--- src/rtl/vmem_pkg.sv ---
// rtl/vmem_pkg.sv - shared op encodings, FSM states and default widths for the vmem LSU
package vmem_pkg;

  localparam int VMEM_AW = 8;
  localparam int VMEM_DW = 8;

  localparam logic [1:0] OP_ADDI  = 2'd0;
  localparam logic [1:0] OP_STORE = 2'd1;
  localparam logic [1:0] OP_LOAD  = 2'd2;
  localparam logic [1:0] OP_NOP   = 2'd3;

  typedef enum logic [1:0] {
    IDLE,
    REQ,
    RWAIT
  } lsu_state_t;

endpackage

--- src/rtl/vmem_lsu_rf.sv ---
// rtl/vmem_lsu_rf.sv - NREG x DW register file, one write port, two async read ports
module vmem_lsu_rf #(
  parameter int NREG = 4,
  parameter int DW   = 8,
  parameter int RAW  = 2
) (
  input  logic                clk,
  input  logic                rst,
  input  logic                we,
  input  logic [RAW-1:0]      waddr,
  input  logic [DW-1:0]       wdata,
  input  logic [RAW-1:0]      ra_a,
  input  logic [RAW-1:0]      ra_b,
  output logic [DW-1:0]       rd_a,
  output logic [DW-1:0]       rd_b,
  output logic [NREG*DW-1:0]  rf_flat
);

  logic [DW-1:0] rf_q [NREG];
  logic [DW-1:0] rf_d [NREG];

  always_comb begin
    for (int i = 0; i < NREG; i++) begin
      rf_d[i] = rf_q[i];
    end
    if (we) begin
      rf_d[waddr] = wdata;
    end
  end

  always_ff @(posedge clk) begin
    for (int i = 0; i < NREG; i++) begin
      if (rst) begin
        rf_q[i] <= '0;
      end else begin
        rf_q[i] <= rf_d[i];
      end
    end
  end

  assign rd_a = rf_q[ra_a];
  assign rd_b = rf_q[ra_b];

  for (genvar i = 0; i < NREG; i++) begin : g_flat
    assign rf_flat[i*DW +: DW] = rf_q[i];
  end

endmodule

--- src/rtl/vmem_lsu.sv ---
// rtl/vmem_lsu.sv - single-outstanding load/store unit with request/grant memory port
// Optional first-store write log enabled by VMEM_LSU_WR_LOG_EN.
module vmem_lsu
  import vmem_pkg::*;
#(
  parameter int AW   = VMEM_AW,
  parameter int DW   = VMEM_DW,
  parameter int NREG = 4,
  parameter int RAW  = 2
) (
  input  logic                clk,
  input  logic                rst,
  input  logic                in_valid,
  output logic                in_ready,
  input  logic [1:0]          in_op,
  input  logic [RAW-1:0]      in_rd,
  input  logic [RAW-1:0]      in_rs,
  output logic                mem_req,
  input  logic                mem_gnt,
  output logic                mem_we,
  output logic [AW-1:0]       mem_addr,
  output logic [DW-1:0]       mem_wdata,
  input  logic                mem_rvalid,
  input  logic [DW-1:0]       mem_rdata,
  output logic                done,
  output logic [NREG*DW-1:0]  rf_flat
`ifdef VMEM_LSU_WR_LOG_EN
  ,
  output logic                wlog_e,
  output logic [AW-1:0]       wlog_a,
  output logic [DW-1:0]       wlog_d
`endif
);

  lsu_state_t     state_q, state_d;
  logic [AW-1:0]  addr_q, addr_d;
  logic [DW-1:0]  wdata_q, wdata_d;
  logic           we_q, we_d;
  logic [RAW-1:0] dest_q, dest_d;
  logic           done_q, done_d;

  logic           rf_we;
  logic [RAW-1:0] rf_waddr;
  logic [DW-1:0]  rf_wdata;
  logic [DW-1:0]  rd_a, rd_b;
  logic [AW-1:0]  addr_a, addr_b;

  vmem_lsu_rf #(.NREG(NREG), .DW(DW), .RAW(RAW)) u_rf (
    .clk     (clk),
    .rst     (rst),
    .we      (rf_we),
    .waddr   (rf_waddr),
    .wdata   (rf_wdata),
    .ra_a    (in_rd),
    .ra_b    (in_rs),
    .rd_a    (rd_a),
    .rd_b    (rd_b),
    .rf_flat (rf_flat)
  );

  // Register values become addresses by zero-extension or truncation.
  if (AW > DW) begin : g_zext
    assign addr_a = {{(AW-DW){1'b0}}, rd_a};
    assign addr_b = {{(AW-DW){1'b0}}, rd_b};
  end else begin : g_trunc
    assign addr_a = rd_a[AW-1:0];
    assign addr_b = rd_b[AW-1:0];
  end

  always_comb begin
    state_d  = state_q;
    addr_d   = addr_q;
    wdata_d  = wdata_q;
    we_d     = we_q;
    dest_d   = dest_q;
    done_d   = 1'b0;
    rf_we    = 1'b0;
    rf_waddr = in_rd;
    rf_wdata = rd_b + DW'(1);
    in_ready = 1'b0;
    mem_req  = 1'b0;

    case (state_q)
      IDLE: begin
        in_ready = 1'b1;
        if (in_valid) begin
          case (in_op)
            OP_ADDI: begin
              rf_we  = 1'b1;
              done_d = 1'b1;
            end
            OP_STORE: begin
              addr_d  = addr_a;
              wdata_d = rd_b;
              we_d    = 1'b1;
              state_d = REQ;
            end
            OP_LOAD: begin
              addr_d  = addr_b;
              dest_d  = in_rd;
              we_d    = 1'b0;
              state_d = REQ;
            end
            default: begin
              done_d = 1'b1;
            end
          endcase
        end
      end
      REQ: begin
        mem_req = 1'b1;
        if (mem_gnt) begin
          if (we_q) begin
            done_d  = 1'b1;
            state_d = IDLE;
          end else begin
            state_d = RWAIT;
          end
        end
      end
      RWAIT: begin
        if (mem_rvalid) begin
          rf_we    = 1'b1;
          rf_waddr = dest_q;
          rf_wdata = mem_rdata;
          done_d   = 1'b1;
          state_d  = IDLE;
        end
      end
      default: begin
        state_d = IDLE;
      end
    endcase
  end

  always_ff @(posedge clk) begin
    if (rst) begin
      state_q <= IDLE;
      addr_q  <= '0;
      wdata_q <= '0;
      we_q    <= 1'b0;
      dest_q  <= '0;
      done_q  <= 1'b0;
    end else begin
      state_q <= state_d;
      addr_q  <= addr_d;
      wdata_q <= wdata_d;
      we_q    <= we_d;
      dest_q  <= dest_d;
      done_q  <= done_d;
    end
  end

  assign mem_we    = we_q;
  assign mem_addr  = addr_q;
  assign mem_wdata = wdata_q;
  assign done      = done_q;

`ifdef VMEM_LSU_WR_LOG_EN
  logic          wlog_e_q, wlog_e_d;
  logic [AW-1:0] wlog_a_q, wlog_a_d;
  logic [DW-1:0] wlog_d_q, wlog_d_d;

  // Only the first granted store after reset is recorded.
  always_comb begin
    wlog_e_d = wlog_e_q;
    wlog_a_d = wlog_a_q;
    wlog_d_d = wlog_d_q;
    if (state_q == REQ && mem_gnt && we_q && !wlog_e_q) begin
      wlog_e_d = 1'b1;
      wlog_a_d = addr_q;
      wlog_d_d = wdata_q;
    end
  end

  always_ff @(posedge clk) begin
    if (rst) begin
      wlog_e_q <= 1'b0;
      wlog_a_q <= '0;
      wlog_d_q <= '0;
    end else begin
      wlog_e_q <= wlog_e_d;
      wlog_a_q <= wlog_a_d;
      wlog_d_q <= wlog_d_d;
    end
  end

  assign wlog_e = wlog_e_q;
  assign wlog_a = wlog_a_q;
  assign wlog_d = wlog_d_q;
`endif

endmodule
--- config.mk ---
export PLATFORM = sky130hd
export DESIGN_NAME = vmem_lsu
export DESIGN_NICKNAME = d
export VERILOG_FILES = /design/src/rtl/vmem_pkg.sv /design/src/rtl/vmem_lsu_rf.sv /design/src/rtl/vmem_lsu.sv
export SDC_FILE = /design/constraint.sdc
export NUM_CORES = 1
export LEC_CHECK = 0
export BUFFER_PORTS_ARGS = -buffer_cell sky130_fd_sc_hd__buf_2
export CORE_ASPECT_RATIO = 1.2
export CORE_MARGIN = 2
export CORE_UTILIZATION = 40
export DETAILED_ROUTE_END_ITERATION = 8
export RECOVER_POWER = 50
export SYNTH_ARGS = -nofsm -noshare
export SYNTH_HDL_FRONTEND = slang
export SYNTH_SLANG_ARGS = --single-unit
--- constraint.sdc ---
create_clock -name clk -period 3.44 [get_ports clk]
set_input_delay 0.688 -clock clk [delete_from_list [all_inputs] [get_ports clk]]
set_output_delay 0.688 -clock clk [all_outputs]
set_load 0.05 [all_outputs]
==> results.sh, run 1 <==
export IMPL_grt_pass1_vias=2574
export IMPL_ant_nets=0
export IMPL_cts_tree="yes"
export IMPL_timing_rr_start="state_q[0]"
export IMPL_syn_num_nets=347
export IMPL_cp_arrival_ns=2.72
export IMPL_use_met1_pct=28.8
export IMPL_synthArstFlopShare_pct=0
export IMPL_cap_violations=0
export IMPL_die_area_um2=8100
export IMPL_finalNonFillerCells=471
export IMPL_clockRootBuffer="clkbuf_8"
export IMPL_cts_resized=0
export IMPL_final_nets=403
export IMPL_holdPathEnd="mem_wdata[3]"
export IMPL_r2r_slack_ns=1.10
export IMPL_cts_sinks=54
export IMPL_numPortBuffers=70
export IMPL_drcViolationCount=0
export IMPL_tns_ns=0
export IMPL_r2r_end="u_rf.rf_q[2][6]"
export IMPL_grt_pass1_wl_mm=13.4
export IMPL_antenna_found_initial=0
export IMPL_grt_start_max_net_pins=57
export IMPL_wire_per_inst_um=17.8
export IMPL_hp_start="mem_wdata[3]"
export IMPL_synth_yosys_seq_area_share_pct=36.5
export IMPL_avgSynthCellArea_um2=9.13
export IMPL_num_rows=34
export IMPL_hold_path_class="flip-flop to flip-flop"
export IMPL_core_area_um2=7230
export IMPL_postCtsSetupRepairBufs=0
export IMPL_synthSimpleGateAreaFrac_pct=22.3
export IMPL_cts_inserted_buffers=5
export IMPL_synth_adder_area_share_pct=1.69
export IMPL_p_per_area_nw_per_um2=381
export IMPL_clock_skew_ns=0.00622
export IMPL_ios=71
export IMPL_start_util_pct=40.9
export IMPL_finalCritPeriodShare_pct=73.5
export IMPL_synth_distinct_cells=52
export IMPL_clk_latency_ns=0.32
export IMPL_required_ns=3.63
export IMPL_synth_seq_cells=54
export IMPL_power_leakage_nw=1.23
export IMPL_grt_overflow_total=0
export IMPL_netlist_area_leader_share_pct=36.5
export IMPL_num_antenna_cells=0
export IMPL_grt_usage_pct=21.5
export IMPL_finish_utilization_pct=47.0
export IMPL_synthMuxAreaShare_pct=18.1
export IMPL_period_minus_slack_ns=2.53
export IMPL_htreeDepth=2
export IMPL_tightest_slew_ns=0.773
export IMPL_synth_xor_area_share_pct=0.888
export IMPL_dr_pass1_iters=5
export IMPL_drive_gt1_share_pct=15.2
export IMPL_relSlewSlack_pct=48.1
export IMPL_crit_type="primary input to flip-flop"
export IMPL_vias=2705
export IMPL_vias_per_cell=5.74
export IMPL_ys_flop_type="dfxtp_1"
export IMPL_yosysMostFrequentCell="dfxtp_1"
export IMPL_setup_violations=0
export IMPL_synth_cells_most_frequent="dfxtp_1, nand2_1, nor2_1, a21oi_1, nand3_1"
export IMPL_use_met2_pct=35.5
export IMPL_end_kind="flip-flop"
export IMPL_syn_cell_area_um2=2960
export IMPL_clockBufferDepth=2
export IMPL_maxSlewViolCount=0
export IMPL_die_w_um=82.5
export IMPL_ir_worst_vdd_mv=0.165
export IMPL_total_power_mw=1.30
export IMPL_dp_hpwl_mm=5.99
export IMPL_hold_violations=0
export IMPL_critPathLaunchType="primary input"
export IMPL_hold_ws_ns=0.463
export IMPL_netlist_instances=324
export IMPL_synth_top_family_by_area="simple AND/OR/NAND/NOR gates"
export IMPL_drt_total_wl_mm=8.40
export IMPL_grt_busiest_layer="met2"
export IMPL_cp_max_fo=8
export IMPL_syn2layout_area_growth_pct=15.0
export IMPL_cts_reportedPaths_clkPinSlew_ns=0.11
export IMPL_yosys_warnings=0
export IMPL_synth_edf_count=0
export IMPL_synth_largest_area_cell="dfxtp_1"
export IMPL_ys_top_cells_by_area="dfxtp_1, mux4_2, mux4_1"
export IMPL_dp_cells=463
export IMPL_grtUsageMet3_pct=4.34
export IMPL_r2r_cells=5
export IMPL_drt_iter0_drc=184
export IMPL_place_gp_congestion=0.838
export IMPL_synth_compound_area_share_pct=16.1
export IMPL_hold_buffers=0
export IMPL_fmax_mhz=395
export IMPL_fp_dieH_um=98.2
export IMPL_rsz0062_at_grt="no"
export IMPL_whs_path_depth=2
export IMPL_status="finished clean"
## cell type report
cell class / count / area [um2]
repair buffers: 73 / 318
multi-input cells: 239 / 1750
flip-flops and latches: 54 / 1080
clock buffers: 5 / 68.8
clock inverters: 3 / 47.5
well taps: 90 / 113
fillers: 770 / 3830
inverters: 7 / 26.3
## where the power goes
part | switching, mW | total (mW) | internal, mW | leakage [nW]
clock network | 0.235 | 0.458 | 0.223 | 0.0591
registers | 0.0131 | 0.654 | 0.640 | 0.437
logic | 0.134 | 0.186 | 0.0521 | 0.732
## layout by cell type, fill, tap and decap left out, drive strengths merged, types with 2 or more instances in the layout
cell type,Yosys,layout
nor4,3,3
and2,6,6
mux4,16,16
o21ai,11,11
a21o,2,2
a221o,2,2
dfxtp,54,54
o211ai,2,2
and4bb,2,2
o31ai,3,3
nor3b,5,5
nor2,35,35
a31oi,5,5
nor2b,2,2
nand2,40,40
a21oi,25,25
ha,4,4
nand4,5,5
a32oi,2,2
or4,2,2
xor2,2,2
buf,6,29
clkbuf,18,49
nor3,2,2
a211oi,13,13
mux2i,15,15
nand3,21,21
inv,7,9
## critical path: stages
cell	delay (ns)
buf_2	0.27
mux4_1	0.68
ha_1	0.33
a31oi_1	0.16
a31oi_1	0.06
o21ai_0	0.38
o21ai_0	0.14
## through the flow
stage,worst slack (ns),instance area (um2)
after floorplan,1.04,2960
after global placement,0.676,3340
after detailed placement,0.594,3340
after CTS,0.938,3460
after global routing,0.742,3400
final,0.911,3400
## sequential cells by signal (all words and copies together), names as in the netlist
| name | cells |
|---|---|
| u_rf.rf_q | 32 |
| mem_addr | 8 |
| mem_wdata | 8 |
| dest_q | 2 |
| state_q | 2 |
| done | 1 |
| mem_we | 1 |
## worst max path at each step
| stage | from | endpoint | slack [ns] |
|---|---|---|---|
| after global routing | in_rs[0] | u_rf.rf_q[0][4] | 0.74 |
| after global placement | in_rs[0] | u_rf.rf_q[1][4] | 0.68 |
| after detailed placement | in_rs[0] | u_rf.rf_q[3][4] | 0.59 |
| after CTS | in_rs[0] | u_rf.rf_q[1][4] | 0.94 |
| final | in_rs[0] | u_rf.rf_q[2][4] | 0.91 |
| after floorplan | in_rs[0] | u_rf.rf_q[3][4] | 1.04 |
## kinds of logic (layout without fill, tap and decap cells)
group | Yosys count | after routing
and+or+nand+nor | 128 | 128
AOI/OAI and AO/OA | 73 | 73
DFF | 54 | 54
muxes | 31 | 31
buffers and inverters | 31 | 88
adders and majority gates | 4 | 4
xor gates and xnor gates | 3 | 3
## per-layer routing
metal,routed length (um),vias to the layer above
li1,-,1307
met1,3670,1304
met2,4150,88
met3,483,6
met4,83,0
met5,0,-
(Power assumes the default switching activity.)
==> inputs of run 2 (changes only) <==
- ABC_AREA: unset -> 1
- clock period: 3.44 -> 2.6 ns (I/O delays scaled with it)
==> results.sh, run 2 <==
export IMPL_cp_max_fo=30
export IMPL_synth_yosys_seq_area_share_pct=36.1
export IMPL_end_kind="flip-flop"
export IMPL_cts_inserted_buffers=5
export IMPL_hold_path_class="primary input to flip-flop"
export IMPL_core_area_um2=7270
export IMPL_largest_register="u_rf.rf_q"
export IMPL_drt_total_wl_mm=9.02
export IMPL_num_antenna_cells=0
export IMPL_dp_hpwl_mm=6.93
export IMPL_syn_cell_area_um2=3000
export IMPL_crit_slowest_cell="clkbuf_1"
export IMPL_ir_worst_vdd_mv=0.218
export IMPL_cts_reportedPaths_clkPinSlew_ns=0.10
export IMPL_tightest_slew_ns=1.23
export IMPL_numPortBuffers=70
export IMPL_grt_overflow_total=0
export IMPL_vias=3053
export IMPL_cap_violations=0
export IMPL_multi_input_area_um2=1520
export IMPL_synth_cells_most_frequent="nand2_1, inv_1, dfxtp_1, a21oi_1, o21ai_1"
export IMPL_maxSlewViolCount=0
export IMPL_syn2layout_area_growth_pct=15.7
export IMPL_finalCritPeriodShare_pct=77.5
export IMPL_cts_sinks=54
export IMPL_ys_flop_type="dfxtp_1"
export IMPL_critPathLaunchType="primary input"
export IMPL_grt_start_max_net_pins=31
export IMPL_cts_resized=0
export IMPL_start_util_pct=41.2
export IMPL_power_leakage_nw=1.62
export IMPL_fillers=811
export IMPL_rsz0062_at_grt="no"
export IMPL_synth_seq_cells=54
export IMPL_yosysMostFrequentCell="nand2_1"
export IMPL_finish_utilization_pct=47.7
export IMPL_tns_ns=0
export IMPL_synth_distinct_cells=34
export IMPL_setup_violations=0
export IMPL_clock_skew_ns=0.0141
export IMPL_clockBufferDepth=2
export IMPL_total_power_mw=1.83
export IMPL_place_gp_congestion=0.932
export IMPL_ys_top_cells_by_area="dfxtp_1, nand2_1, inv_1"
export IMPL_grt_pass1_vias=2948
export IMPL_wire_per_inst_um=15.0
export IMPL_drive_gt1_share_pct=14.6
export IMPL_yosys_warnings=0
export IMPL_period_minus_slack_ns=2.01
export IMPL_drcViolationCount=0
export IMPL_fp_dieH_um=98.8
export IMPL_ios=71
export IMPL_grt_usage_pct=22.2
export IMPL_placed_area_um2=3420
export IMPL_required_ns=2.84
export IMPL_fin_area_um2=3470
export IMPL_synthArstFlopShare_pct=0
export IMPL_dr_pass1_iters=4
export IMPL_hold_buffers=0
export IMPL_status="finished clean"
export IMPL_grt_pass1_wl_mm=14.6
export IMPL_cts_tree="yes"
export IMPL_synth_edf_count=0
export IMPL_postCtsSetupRepairBufs=0
export IMPL_cp_arrival_ns=2.26
export IMPL_crit_chain="buf_2, inv_1, clkbuf_1, o21ai_0, nor2_1"
export IMPL_htreeDepth=2
export IMPL_ant_nets=0
export IMPL_netlist_instances=444
export IMPL_clk_latency_ns=0.32
export IMPL_relSlewSlack_pct=17.9
export IMPL_max_stage_delay_ns=0.95
export IMPL_num_rows=34
export IMPL_drt_iter0_drc=127
export IMPL_netlist_area_leader_share_pct=36.1
export IMPL_layout_commonest_cell="nand2_1"
export IMPL_largest_reg_flops=32
export IMPL_synth_largest_area_cell="dfxtp_1"
export IMPL_vias_per_cell=5.07
export IMPL_fmax_mhz=496
export IMPL_crit_type="primary input to flip-flop"
export IMPL_final_nets=534
export IMPL_hold_violations=0
export IMPL_syn_num_nets=467
export IMPL_antenna_found_initial=0
export IMPL_clockRootBuffer="clkbuf_8"
export IMPL_p_per_area_nw_per_um2=529
export IMPL_regArea_um2=1080
export IMPL_die_area_um2=8210
export IMPL_die_w_um=83.0
export IMPL_avgSynthCellArea_um2=6.75
export IMPL_final_cell_mix="nand2_1, inv_1, dfxtp_1"
[run 2: metrics by stage]
stage / setup slack, ns / cells / hold WS, ns
after detailed placement: 0.368 / 594 / 0.484
final: 0.586 / 602 / 0.493
after floorplan: 0.701 / 444 / 0.476
after CTS: 0.716 / 602 / 0.491
after global routing: 0.449 / 602 / 0.488
after global placement: 0.413 / 594 / 0.479
[run 2: kinds of logic after synthesis]
logic type	count (synthesis)	share of synthesized area, %
adder cells (fa/ha/maj)	4	1.67
AO/OA/AOI/OAI	136	25.4
AND/OR/NAND/NOR	153	23.6
flip-flops	54	36.1
buffers and inverters	97	13.3
[run 2: cell type report]
cell class	count	share of cell area (%)
clock buffer	5	1.98
inverter	80	8.91
multi-input combinational	293	43.7
tap	90	3.25
timing repair buffer	77	9.67
sequential	54	31.2
clock inverter	3	1.30
[run 2: path summary, 6_finish.rpt]
path | startpoint | to | slack (ns) | cells after the start
setup reg to reg | state_q[1] | u_rf.rf_q[3][5] | 0.76 | 9
hold / removal | in_valid | state_q[1] | 0.49 | 3
setup / recovery | rst | u_rf.rf_q[0][1] | 0.59 | 5
hold reg to reg | dest_q[1] | dest_q[1] | 0.51 | 2
[run 2: power by group]
| part | internal, mW | switching (mW) | leakage (nW) |
|---|---|---|---|
| registers | 0.856 | 0.0218 | 0.438 |
| logic | 0.0889 | 0.280 | 1.13 |
| clock network | 0.287 | 0.300 | 0.0504 |
[run 2: worst max-delay path: cells and delay by family]
family	cells	cell delay, ns
AOI/OAI and AO/OA	1	0.22
buffers and inverters	3	1.34
and+or+nand+nor	1	0.16
[run 2: metal layers]
layer / GRT usage [%] / wire, um
met1: 28.4 / 4080
met4: 9.21 / 215
met3: 2.35 / 277
met5: 0 / 0
met2: 38.2 / 4450
